## src/rtl/freq_band_search_multi.sv

```systemverilog
// DCO coarse-band search controller.
// Measures DCO frequency per band over a fixed window and searches for the
// lowest band that reaches the target. It supports a linear sweep with
// one-step back-off, or a binary (successive-approximation) search.
//
// state   | meaning
// --------+---------------------------------------------------------------
// IDLE    | waiting for start after reset
// SETTLE  | DCO settling after a band change; base count taken on last cycle
// MEASURE | counting DCO cycles over NCYC clk periods
// DECIDE  | evaluate err, pick next band or finish
// PASS    | band found; holds until start or reset
// FAIL    | no band in range reaches target; holds until start or reset
module freq_band_search_multi #(
    parameter int BAND_W     = 6,
    parameter int MINBAND    = -5,
    parameter int MAXBAND    = 31,
    parameter int CNT_W      = 16,
    parameter int TGT_W      = 12,
    parameter int NCYC       = 32,
    parameter int SETTLE_CYC = 4,
    parameter int ERR_W      = 16
) (
    input  logic              clk,
    input  logic              reset,
    input  logic              start,
    input  logic              mode,
    input  logic [TGT_W-1:0]  target,
    input  logic [CNT_W-1:0]  meas_count,
    output logic [BAND_W-1:0] band,
    output logic [2:0]        state,
    output logic              busy,
    output logic              done,
    output logic [ERR_W-1:0]  meas_err
);

    typedef enum logic [2:0] {
        ST_IDLE    = 3'd0,
        ST_SETTLE  = 3'd1,
        ST_MEASURE = 3'd2,
        ST_DECIDE  = 3'd3,
        ST_PASS    = 3'd4,
        ST_FAIL    = 3'd5
    } state_t;

    localparam int LOG2_NCYC = $clog2(NCYC);
    localparam int TMR_MAX   = (NCYC > SETTLE_CYC) ? NCYC : SETTLE_CYC;
    localparam int TMR_W     = $clog2(TMR_MAX) + 1;
    localparam int PROD_W    = TGT_W + LOG2_NCYC;
    // Two guard bits so the difference of two non-negative operands never overflows.
    localparam int FULL_W    = ((CNT_W > PROD_W) ? CNT_W : PROD_W) + 2;
    localparam int EW        = (FULL_W > ERR_W) ? FULL_W : ERR_W;

    localparam logic [TMR_W-1:0]         SETTLE_LD = TMR_W'(SETTLE_CYC - 1);
    localparam logic [TMR_W-1:0]         MEAS_LD   = TMR_W'(NCYC - 1);
    localparam logic [TMR_W-1:0]         TMR_ZERO  = '0;
    localparam logic signed [BAND_W-1:0] MINB      = BAND_W'(MINBAND);
    localparam logic signed [BAND_W-1:0] MAXB      = BAND_W'(MAXBAND);
    localparam logic signed [BAND_W-1:0] ONE_B     = BAND_W'(1);
    localparam logic signed [EW-1:0]     ERR_POS   = EW'((longint'(1) << (ERR_W - 1)) - 1);
    localparam logic signed [EW-1:0]     ERR_NEG   = EW'(-((longint'(1) << (ERR_W - 1)) - 1));

    // floor((a+b)/2): one extra bit for the sum, then arithmetic shift right.
    function automatic logic signed [BAND_W-1:0] band_mid(
        input logic signed [BAND_W-1:0] a,
        input logic signed [BAND_W-1:0] b
    );
        logic signed [BAND_W:0] s;
        s = {a[BAND_W-1], a} + {b[BAND_W-1], b};
        return s[BAND_W:1];
    endfunction

    state_t                   state_q, state_d;
    logic signed [BAND_W-1:0] band_q, band_d;
    logic signed [BAND_W-1:0] lo_q, lo_d;
    logic signed [BAND_W-1:0] hi_q, hi_d;
    logic                     mode_q, mode_d;
    logic [TGT_W-1:0]         target_q, target_d;
    logic [TMR_W-1:0]         tmr_q, tmr_d;
    logic [CNT_W-1:0]         base_q, base_d;
    logic [CNT_W-1:0]         fmeas_q, fmeas_d;
    logic signed [EW-1:0]     prev_err_q, prev_err_d;
    logic                     prev_valid_q, prev_valid_d;
    logic [ERR_W-1:0]         meas_err_q, meas_err_d;
    logic                     done_q, done_d;

    logic signed [EW-1:0]     err;
    logic signed [EW-1:0]     err_sat;
    logic signed [EW-1:0]     neg_prev_err;
    logic                     err_neg;
    logic signed [BAND_W-1:0] bin_lo_nxt;
    logic signed [BAND_W-1:0] bin_hi_nxt;
    logic signed [BAND_W-1:0] bin_mid_nxt;

    assign err          = $signed(EW'(fmeas_q)) - $signed(EW'(target_q) << LOG2_NCYC);
    assign err_neg      = err[EW-1];
    assign neg_prev_err = -prev_err_q;

    // Clamp the reported error symmetrically to the output range.
    always_comb begin
        err_sat = err;
        if (err > ERR_POS) begin
            err_sat = ERR_POS;
        end else if (err < ERR_NEG) begin
            err_sat = ERR_NEG;
        end
    end

    // Binary-search interval update and the next probe band.
    always_comb begin
        bin_lo_nxt  = err_neg ? (band_q + ONE_B) : lo_q;
        bin_hi_nxt  = err_neg ? hi_q : band_q;
        bin_mid_nxt = band_mid(bin_lo_nxt, bin_hi_nxt);
    end

    // Next-state and datapath updates for the search FSM.
    always_comb begin
        state_d      = state_q;
        band_d       = band_q;
        lo_d         = lo_q;
        hi_d         = hi_q;
        mode_d       = mode_q;
        target_d     = target_q;
        tmr_d        = tmr_q;
        base_d       = base_q;
        fmeas_d      = fmeas_q;
        prev_err_d   = prev_err_q;
        prev_valid_d = prev_valid_q;
        meas_err_d   = meas_err_q;
        done_d       = 1'b0;

        case (state_q)
            ST_IDLE, ST_PASS, ST_FAIL: begin
                if (start) begin
                    mode_d   = mode;
                    target_d = target;
                    tmr_d    = SETTLE_LD;
                    state_d  = ST_SETTLE;
                    if (!mode) begin
                        band_d       = MINB;
                        prev_valid_d = 1'b0;
                    end else begin
                        lo_d   = MINB;
                        hi_d   = MAXB;
                        band_d = band_mid(MINB, MAXB);
                    end
                end
            end
            ST_SETTLE: begin
                if (tmr_q == TMR_ZERO) begin
                    base_d  = meas_count;
                    tmr_d   = MEAS_LD;
                    state_d = ST_MEASURE;
                end else begin
                    tmr_d = tmr_q - 1'b1;
                end
            end
            ST_MEASURE: begin
                if (tmr_q == TMR_ZERO) begin
                    fmeas_d = meas_count - base_q;
                    state_d = ST_DECIDE;
                end else begin
                    tmr_d = tmr_q - 1'b1;
                end
            end
            ST_DECIDE: begin
                meas_err_d = err_sat[ERR_W-1:0];
                tmr_d      = SETTLE_LD;
                if (!mode_q) begin
                    if (!err_neg) begin
                        state_d = ST_PASS;
                        done_d  = 1'b1;
                        // Step back when the band below landed strictly closer.
                        if (prev_valid_q && (band_q > MINB) && (neg_prev_err < err)) begin
                            band_d = band_q - ONE_B;
                        end
                    end else if (band_q == MAXB) begin
                        state_d = ST_FAIL;
                        done_d  = 1'b1;
                    end else begin
                        prev_err_d   = err;
                        prev_valid_d = 1'b1;
                        band_d       = band_q + ONE_B;
                        state_d      = ST_SETTLE;
                    end
                end else begin
                    if (lo_q == hi_q) begin
                        state_d = err_neg ? ST_FAIL : ST_PASS;
                        done_d  = 1'b1;
                    end else begin
                        lo_d    = bin_lo_nxt;
                        hi_d    = bin_hi_nxt;
                        band_d  = bin_mid_nxt;
                        state_d = ST_SETTLE;
                    end
                end
            end
            default: begin
                state_d = ST_IDLE;
            end
        endcase
    end

    // State and datapath registers; synchronous reset overrides everything.
    always_ff @(posedge clk) begin
        if (reset) begin
            state_q      <= ST_IDLE;
            band_q       <= MINB;
            lo_q         <= '0;
            hi_q         <= '0;
            mode_q       <= 1'b0;
            target_q     <= '0;
            tmr_q        <= '0;
            base_q       <= '0;
            fmeas_q      <= '0;
            prev_err_q   <= '0;
            prev_valid_q <= 1'b0;
            meas_err_q   <= '0;
            done_q       <= 1'b0;
        end else begin
            state_q      <= state_d;
            band_q       <= band_d;
            lo_q         <= lo_d;
            hi_q         <= hi_d;
            mode_q       <= mode_d;
            target_q     <= target_d;
            tmr_q        <= tmr_d;
            base_q       <= base_d;
            fmeas_q      <= fmeas_d;
            prev_err_q   <= prev_err_d;
            prev_valid_q <= prev_valid_d;
            meas_err_q   <= meas_err_d;
            done_q       <= done_d;
        end
    end

    assign band     = band_q;
    assign state    = state_q;
    assign busy     = (state_q == ST_SETTLE) || (state_q == ST_MEASURE) || (state_q == ST_DECIDE);
    assign done     = done_q;
    assign meas_err = meas_err_q;

endmodule

```

## config.mk

```make
export PLATFORM = sky130hd
export DESIGN_NAME = freq_band_search_multi
export DESIGN_NICKNAME = d
export VERILOG_FILES = /design/src/rtl/freq_band_search_multi.sv
export SDC_FILE = /design/constraint.sdc
export NUM_CORES = 1
export LEC_CHECK = 0
export CAP_MARGIN = 20
export CORE_MARGIN = 4
export CORE_UTILIZATION = 60
export CTS_CLUSTER_DIAMETER = 120
export DETAILED_ROUTE_END_ITERATION = 12
export PLACE_DENSITY = 0.82
export RECOVER_POWER = 50
export SLEW_MARGIN = 20
export SYNTH_ARGS = -nofsm -noshare
export SYNTH_HDL_FRONTEND = slang
export SYNTH_SLANG_ARGS = --single-unit
```

## constraint.sdc

```tcl
create_clock -name clk -period 10.2 [get_ports clk]
set_clock_uncertainty 0.1 [all_clocks]
set_input_delay 2.04 -clock clk [delete_from_list [all_inputs] [get_ports clk]]
set_output_delay 2.04 -clock clk [all_outputs]
set_load 0.01 [all_outputs]
```

# Word level (Yosys, flattened, before mapping)
# Index checks and enable logic that the tools add are counted.
[classes]
addsub = 7
n_lt_le_gt_ge = 4
n_eq_ne = 21
muxes = 45
bitwise_logic = 3
reduce_logical = 19
[ops]
columns = ["op", "n"]
rows = [
  ["$mux W6", 20],
  ["$pmux W6 S2", 3],
  ["$mux W16", 2],
  ["$pmux W6 S4", 1],
  ["$ne A2 B2 Y1 const B", 11],
  ["$mux W3", 7],
  ["$lt A19 B18 Y1", 1],
  ["$neg A19 Y19", 1],
  ["$gt A18 B16 Y1 const B", 1],
  ["$lt A18 B16 Y1 const B", 1],
  ["$sub A16 B17 Y18", 1],
  ["$sub A16 B16 Y16", 1],
  ["$pmux W3 S4", 1],
  ["$mux W1", 10],
  ["$reduce_and A5 Y1", 2],
  ["$ne A4 B4 Y1 const B", 2],
  ["$add A6 B6 Y7", 1],
  ["$add A6 B2 Y6 const B", 1],
  ["$eq A3 B2 Y1 const B", 2],
  ["$eq A3 B3 Y1 const B", 2],
  ["$eq A6 B6 Y1", 1],
  ["$eq A6 B6 Y1 const B", 1],
  ["$gt A6 B4 Y1 const B", 1],
  ["$logic_not A6 Y1", 1],
  ["17 further kinds", 24],
]
[totals]
regBits = 109
inputBits = 32

# Depth between registers and ports, before layout
# Gate-level depths: netlist (run 1).
[logic_depth]
word_depth = 7
depth_mapped = 22
depth_no_buf = 21

# Least setup slack after synthesis (run 1)
# Ideal clock, no wire load.
[synth_path]
kind = "input to register"
startpoint = "in meas_count[0]"
endpoint = "reg fmeas_q[14]"
setup_time_ns = 0.062
arrival_time_ns = 4.343
path_slack_ns = 5.695
stages = 13
n_path_buf = 0
cell_sequence = "inv_1 ha_1 fa_1 nor2b_1 o21ai_0 a21boi_0 o21ai_0 a21boi_0 o211ai_1 a31oi_1 a31oi_1 or4_1 nand3_1"
[synth_between]
elab_chain_len = 1
[synth_rtl]
columns = ["item", "line", "text"]
rows = [
  ["start, declared", "29", "input logic [CNT_W-1:0] meas_count,"],
  ["$sub A16 B16 Y16", "160", "fmeas_d = meas_count - base_q;"],
  ["end signal, assigned", "229", "fmeas_q <= fmeas_d;"],
  ["end, declared", "81", "logic [CNT_W-1:0] fmeas_q, fmeas_d;"],
]
# No other way between the ends.
# A chain may end at the register's enable or synchronous reset.

==> metrics, run 1 <==
Final Hold Vio Count 0; pre-CTS setup slack 4.89 ns; r2r setup slk 5.25 ns; cell area after layout 7830 um2; Area Overhead vs Synth 13.8%; f_max 157 MHz; power per cell area 275 nW/um2; chip height 115 um; Slew HR -0.528; Peak VDD IR 0.213 mV; most common cell in the netlist nand2_1; CP Capture Type register; Rows 38; Buffers on Ports 58; Pleak 3.24 nW; Placer Congestion 0.868; largest net degree at the start of global routing 51; dpl cells 1,065; non-filler cells, final 1,081; Worst Hold Depth 2; R2R Path End band[0]$_SDFFE_PP1P_; Clock Latency Late Sink 0.37 ns; Hold Crit Class reg -> reg; # hold bufs at CTS 0; status complete, but fails checks; GRT Util Overall 0.264; hold_sp base_q[9]$_SDFFE_PP0P_; CTS tree built; cts bufs inserted 9; worst-margin pin slew 2.29 ns; Synth Cell Area 6880 um2; Critical Path Source Type input pin; first-pass GRT wire length 28,400 um; Mean Syn Cell Area 7.65 um2; Post-DP Area 7520 um2; setup repair after global routing missed its margin no; Yosys reg bits 109; Post-Route WL 16,900 um; top post-synthesis cells by area dfxtp_1, nand2_1, ha_1, a21oi_1, nor2_1; fillers 901; EDFF count, synth 0; Post-Synthesis Cells 900; maximum clock path buffer count 2; I/O pin total 59; routed vias/inst 5.93; wire length per cell 15.6 um; total number of vias 6,414; total grt overflow 0; Post-CTS Setup Bufs 0; Setup Viol. Count Final 0; full die area 13,200 um2; Total Neg Setup Slack 0 ns; TritonRoute pass-1 iters 5; drt initial violations 597; worst hold endpoint base_q[9]$_SDFFE_PP0P_; period utilization 0.623; FFs w/ async S/R, synth 0; synth warn 0; min cycle time layout 6.36 ns; Seq/Total Area, Yosys 0.317; Yosys top cell by area dfxtp_1; arrival time of the worst setup path 6.43 ns; syn_nets 985; fraction of layout cells with a size suffix above 1 0.0425; Final Power 2.16 mW; drt drc 0; area share of the largest cell type after synthesis 0.317; Netlist cell types 68; Initial Utilization 0.624; vias in the first global route 6,028; max-cap violations 2; FF-to-FF Start target_q[8]$_SDFFE_PP0P_; WP data required 10.27 ns; count of clock tree sinks 109; Resize count post-CTS 0; dpl hpwl 12,700 um; clock slew at reported path FFs 0.07 ns; initial antenna violation count 0; violated checks max-capacitance violations, max-slew violations; depth of the worst register-to-register path 18; critical path class in -> reg; root buffer cell clkbuf_16; Ant. Diodes 0; final worst slack 3.84 ns; H-Tree Level Count 3; Die W 115 um; final slew viol count 92; Final ANT Viol Nets 0; Nets 1,021; Post-synth top flop dfxtp_1; crit-path max FO 50; commonest cells in the netlist nand2_1, dfxtp_1, a21oi_1; CORE AREA 11,000 um2
## worst max path at each step
stage | cells after the start | slack (ns) | endpoint | startpoint
finish | 5 | 3.84 | fmeas_q[15]$_SDFFE_PP0P_ | reset
global route | 5 | 3.48 | fmeas_q[15]$_SDFFE_PP0P_ | reset
CTS | 14 | 5.25 | fmeas_q[14]$_SDFFE_PP0P_ | meas_count[0]
detailed placement | 14 | 4.89 | fmeas_q[14]$_SDFFE_PP0P_ | meas_count[0]
global placement | 14 | 5.00 | fmeas_q[14]$_SDFFE_PP0P_ | meas_count[0]
floorplan | 13 | 5.69 | fmeas_q[14]$_SDFFE_PP0P_ | meas_count[0]
## area by class of cell
type | instances | area, um2 | area share
clock buffer | 9 | 225 | 0.0288
clock inverter | 7 | 82.6 | 0.0105
inverter | 59 | 221 | 0.0283
multi-input combinational | 694 | 4340 | 0.554
sequential | 109 | 2180 | 0.279
tap | 140 | 175 | 0.0224
timing repair buffer | 63 | 608 | 0.0776
## critical path, cell delays in order
cell and delay (ns):
clkbuf_1 1.34, clkbuf_1 1.73, inv_1 0.90, nand3_1 0.31, o31ai_1 0.10
## report_power, final
group / switching [mW] / total, mW / internal [mW]
Sequential: 0.0693 / 0.562 / 0.493
Clock: 0.169 / 0.363 / 0.194
Combinational: 0.747 / 1.23 / 0.484
## placed cells by master (no fill, tap or decap), drive strengths merged, types with 17 or more instances in the layout
cell / n
nand2: 169
dfxtp: 109
a21oi: 88
nor2: 76
inv: 61
ha: 50
clkdlybuf4s50: 36
nor3: 27
xnor2: 25
o21ai: 25
xor2: 22
dlygate4sd3: 21
a211oi: 18
nand3: 17
## registers in the layout, summed over array words and instances, names as in the netlist
register and flops:
base_q 16, fmeas_q 16, hi_q 6, state 3, prev_valid_q 1, lo_q 6
target_q 12, band 6, mode_q 1, done 1, prev_err_q 19, tmr_q 6
meas_err 16
## stage by stage
stage / hold WS (ns) / utilization
3_5_place_dp: 0.347 / 0.682
5_1_grt: 0.379 / 0.710
2_1_floorplan: 0.332 / -
6_report: 0.355 / 0.710
4_1_cts: 0.357 / 0.710
3_3_place_gp: 0.342 / 0.682
## cell families (layout without fill, tap and decap cells)
family / count (synthesis) / count (layout) / share of synthesized area
AND/OR/NAND/NOR: 364 / 364 / 0.239
buffers and inverters: 97 / 138 / 0.0545
multiplexers: 5 / 5 / 0.00727
adder cells (fa/ha/maj): 53 / 53 / 0.0996
AO/OA/AOI/OAI: 225 / 225 / 0.222
XOR/XNOR: 47 / 47 / 0.0598
flip-flops: 109 / 109 / 0.317
## layer usage
metal / share of wire / global-route usage
met1: 0.44 / 0.331
met2: 0.48 / 0.450
met5: 0 / 0
met4: 0.021 / 0.0822
met3: 0.058 / 0.0595
(Power assumes the default switching activity.)
==> run 2: changes to the inputs <==
--- a/config.mk
+++ b/config.mk
@@ -7,10 +7,10 @@
 export LEC_CHECK = 0
 export CAP_MARGIN = 20
 export CORE_MARGIN = 4
-export CORE_UTILIZATION = 60
+export CORE_UTILIZATION = 59
 export CTS_CLUSTER_DIAMETER = 120
 export DETAILED_ROUTE_END_ITERATION = 12
-export PLACE_DENSITY = 0.82
+export PLACE_DENSITY = 0.81
 export RECOVER_POWER = 50
 export SLEW_MARGIN = 20
 export SYNTH_ARGS = -nofsm -noshare
==> constraint.sdc (replaced) <==
create_clock -name clk -period 6.4 [get_ports clk]
set_clock_uncertainty 0.1 [all_clocks]
set_input_delay 1.28 -clock clk [delete_from_list [all_inputs] [get_ports clk]]
set_output_delay 1.28 -clock clk [all_outputs]
set_load 0.01 [all_outputs]
==> run 2 against run 1 <==
Net effect:
- the run still ends with max-capacitance violations, max-slew violations left
- non-clock buffer count grew 1
- setup slack lost 2.4 ns
- via count shrank 2.7%
- hold slack lost 0.0052 ns
- register-to-register slack lost 3.8 ns
- combinational power grew 56%
- critical path depth grew 13
- sequential share of layout area is essentially flat
- critical endpoint is now band[0]$_SDFFE_PP1P_
- cell count grew 0.37%
- sequential cell count is the same
==> metrics, run 2 (synthesized netlist as in run 1, its figures left out) <==
status complete, but fails checks (unchanged); violated checks max-capacitance violations, max-slew violations (unchanged); Initial Utilization 0.603 (was 0.624); largest reg by FF count prev_err_q (unchanged); Crit-path slowest cell a211oi_2 (was clkbuf_1); I/O pin total 59 (unchanged); drt drc 0 (unchanged); wire length per cell 14.7 um (was 15.6 um); Final ANT Viol Nets 0 (unchanged); max FFs per register 19 (unchanged); Buffers on Ports 58 (unchanged); Final Power 3.38 mW (was 2.16 mW); critical path class reg -> reg (was in -> reg); largest net degree at the start of global routing 49 (was 51); maximum clock path buffer count 2 (unchanged); GRT Max-Usage Layer met2 (unchanged); routed vias/inst 5.75 (was 5.93); root buffer cell clkbuf_16 (unchanged); Peak VDD IR 0.346 mV (was 0.213 mV); Hold Crit Class reg -> reg (unchanged); cell area after layout 7830 um2 (about the same); initial antenna violation count 0 (unchanged); cts bufs inserted 9 (unchanged); register area 2180 um2 (unchanged); H-Tree Level Count 3 (unchanged); dpl hpwl 11,800 um (was 12,700 um); M1 GR Usage 0.321 (was 0.331); GRT Util Overall 0.248 (was 0.264); max-cap violations 2 (unchanged); total grt overflow 0 (unchanged); Critical Path Source Type register (was input pin); Buf+Inv Stages, Crit Path 3 (unchanged); fraction of layout cells with a size suffix above 1 0.0414 (was 0.0425); crit-path leading delay family compound AO/OA/AOI/OAI gates (was buffers and inverters); Post-Route WL 16,000 um (was 16,900 um); count of clock tree sinks 109 (unchanged); fillers 1,025 (was 901); Post-DP Area 7540 um2 (was 7520 um2); worst path cell trace inv_1, ha_1, a211o_1, a31oi_2, a31oi_1, a211oi_4, buf_4, inv_1, ha_1, nand2b_1, a22oi_1, nand2_1, nor2_1, nor4_1, a31o_1, a211oi_2, nor4b_1, o31ai_1 (was clkbuf_1, clkbuf_1, inv_1, nand3_1, o31ai_1); period utilization 0.775; Setup Viol. Count Final 0 (unchanged); Post-CTS Setup Bufs 0 (unchanged); Area Overhead vs Synth 13.7% (was 13.8%); most common cell after layout, fill and taps aside nand2_1 (unchanged); total number of vias 6,239 (was 6,414); crit-path max FO 27 (was 50); TritonRoute pass-1 iters 5 (unchanged); vias in the first global route 5,795 (was 6,028); Placer Congestion 0.901 (was 0.868); full die area 13,500 um2 (was 13,200 um2); CORE AREA 11,400 um2 (was 11,000 um2); Slew HR -0.567 (was -0.528); Ant. Diodes 0 (unchanged); final slew viol count 69 (was 92); Resize count post-CTS 0 (unchanged); Pleak 3.23 nW (was 3.24 nW); power per cell area 432 nW/um2 (was 275 nW/um2); Die W 116 um (was 115 um); f_max 202 MHz; arrival time of the worst setup path 5.07 ns (was 6.43 ns); clock slew at reported path FFs 0.07 ns (about the same); drt initial violations 358 (was 597); CP Capture Type register (unchanged); worst-margin pin slew 2.35 ns (was 2.29 ns); chip height 116 um (was 115 um); Rows 39 (was 38); commonest non-fill, non-tap cells in the layout nand2_1, dfxtp_1, a21oi_1, nor2_1, inv_1 (unchanged); # hold bufs at CTS 0 (unchanged); first-pass GRT wire length 27,100 um (was 28,400 um); grt met2 use 0.416 (was 0.450); Nets 1,022 (was 1,021); Total Neg Setup Slack 0 ns (unchanged); Clock Latency Late Sink 0.36 ns (was 0.37 ns); met3 usage in global routing 0.0637 (was 0.0595); WP data required 6.51 ns (was 10.27 ns); setup repair after global routing missed its margin no (unchanged); CTS tree built (unchanged); min cycle time layout 4.96 ns; Final Hold Vio Count 0 (unchanged); slowest stage delay, CP 0.65 ns (was 1.73 ns); footprint of the multi-input gates 4340 um2 (about the same)
run 2: changes by cell type in the layout (fill, tap and decap cells not counted), sizes merged:
cell           delta
dlygate4sd3       +7
clkdlybuf4s50     -7
clkbuf            +3
buf               -1
inv               -1
run 2: routing by layer:
metal | part of all wire | routed length, um
met1 | 0.47 | 7420
met2 | 0.46 | 7290
met3 | 0.066 | 1050
met4 | 0.012 | 187
met5 | 0 | 0
run 2: path summary, 6_finish.rpt:
kind / startpoint / endpoint / slack [ns] / depth (start not counted)
max: target_q[8]$_SDFFE_PP0P_ / band[0]$_SDFFE_PP1P_ / 1.44 / 18
min: fmeas_q[5]$_SDFFE_PP0P_ / fmeas_q[5]$_SDFFE_PP0P_ / 0.35 / 2
max reg2reg: target_q[8]$_SDFFE_PP0P_ / band[0]$_SDFFE_PP1P_ / 1.44 / 18
min reg2reg: fmeas_q[5]$_SDFFE_PP0P_ / fmeas_q[5]$_SDFFE_PP0P_ / 0.35 / 2
run 2: area by class of cell:
cell class	instances	share of cell area
multi-input combinational	694	0.554
clock buffer	10	0.0293
clock inverter	6	0.00927
sequential	109	0.279
timing repair buffer	64	0.0777
inverter	59	0.0283
tap	143	0.0229
run 2: through the flow:
| step | hold slack [ns] | util | cells | worst slack (ns) |
|---|---|---|---|---|
| 2_1_floorplan | 0.332 | - | 900 | 2.43 |
| 3_3_place_gp | 0.342 | 0.660 | 1068 | 1.81 |
| 3_5_place_dp | 0.345 | 0.660 | 1068 | 1.60 |
| 4_1_cts | 0.354 | 0.687 | 1084 | 1.53 |
| 5_1_grt | 0.374 | 0.686 | 1085 | 1.07 |
| 6_report | 0.350 | 0.686 | 1085 | 1.44 |
run 2: worst register-to-register path, stage by stage (launching register included):
cell and delay [ns]:
dfxtp_1 0.33, inv_1 0.05, ha_1 0.36, a211o_1 0.32
a31oi_2 0.25, a31oi_1 0.18, a211oi_4 0.23, buf_4 0.36
inv_1 0.32, ha_1 0.39, nand2b_1 0.16, a22oi_1 0.15
nand2_1 0.08, nor2_1 0.09, nor4_1 0.05, a31o_1 0.22
a211oi_2 0.65, nor4b_1 0.42, o31ai_1 0.11
run 2: power breakdown:
part	internal, mW	switching (mW)
Combinational	0.765	1.15
Clock	0.308	0.268
Sequential	0.785	0.104
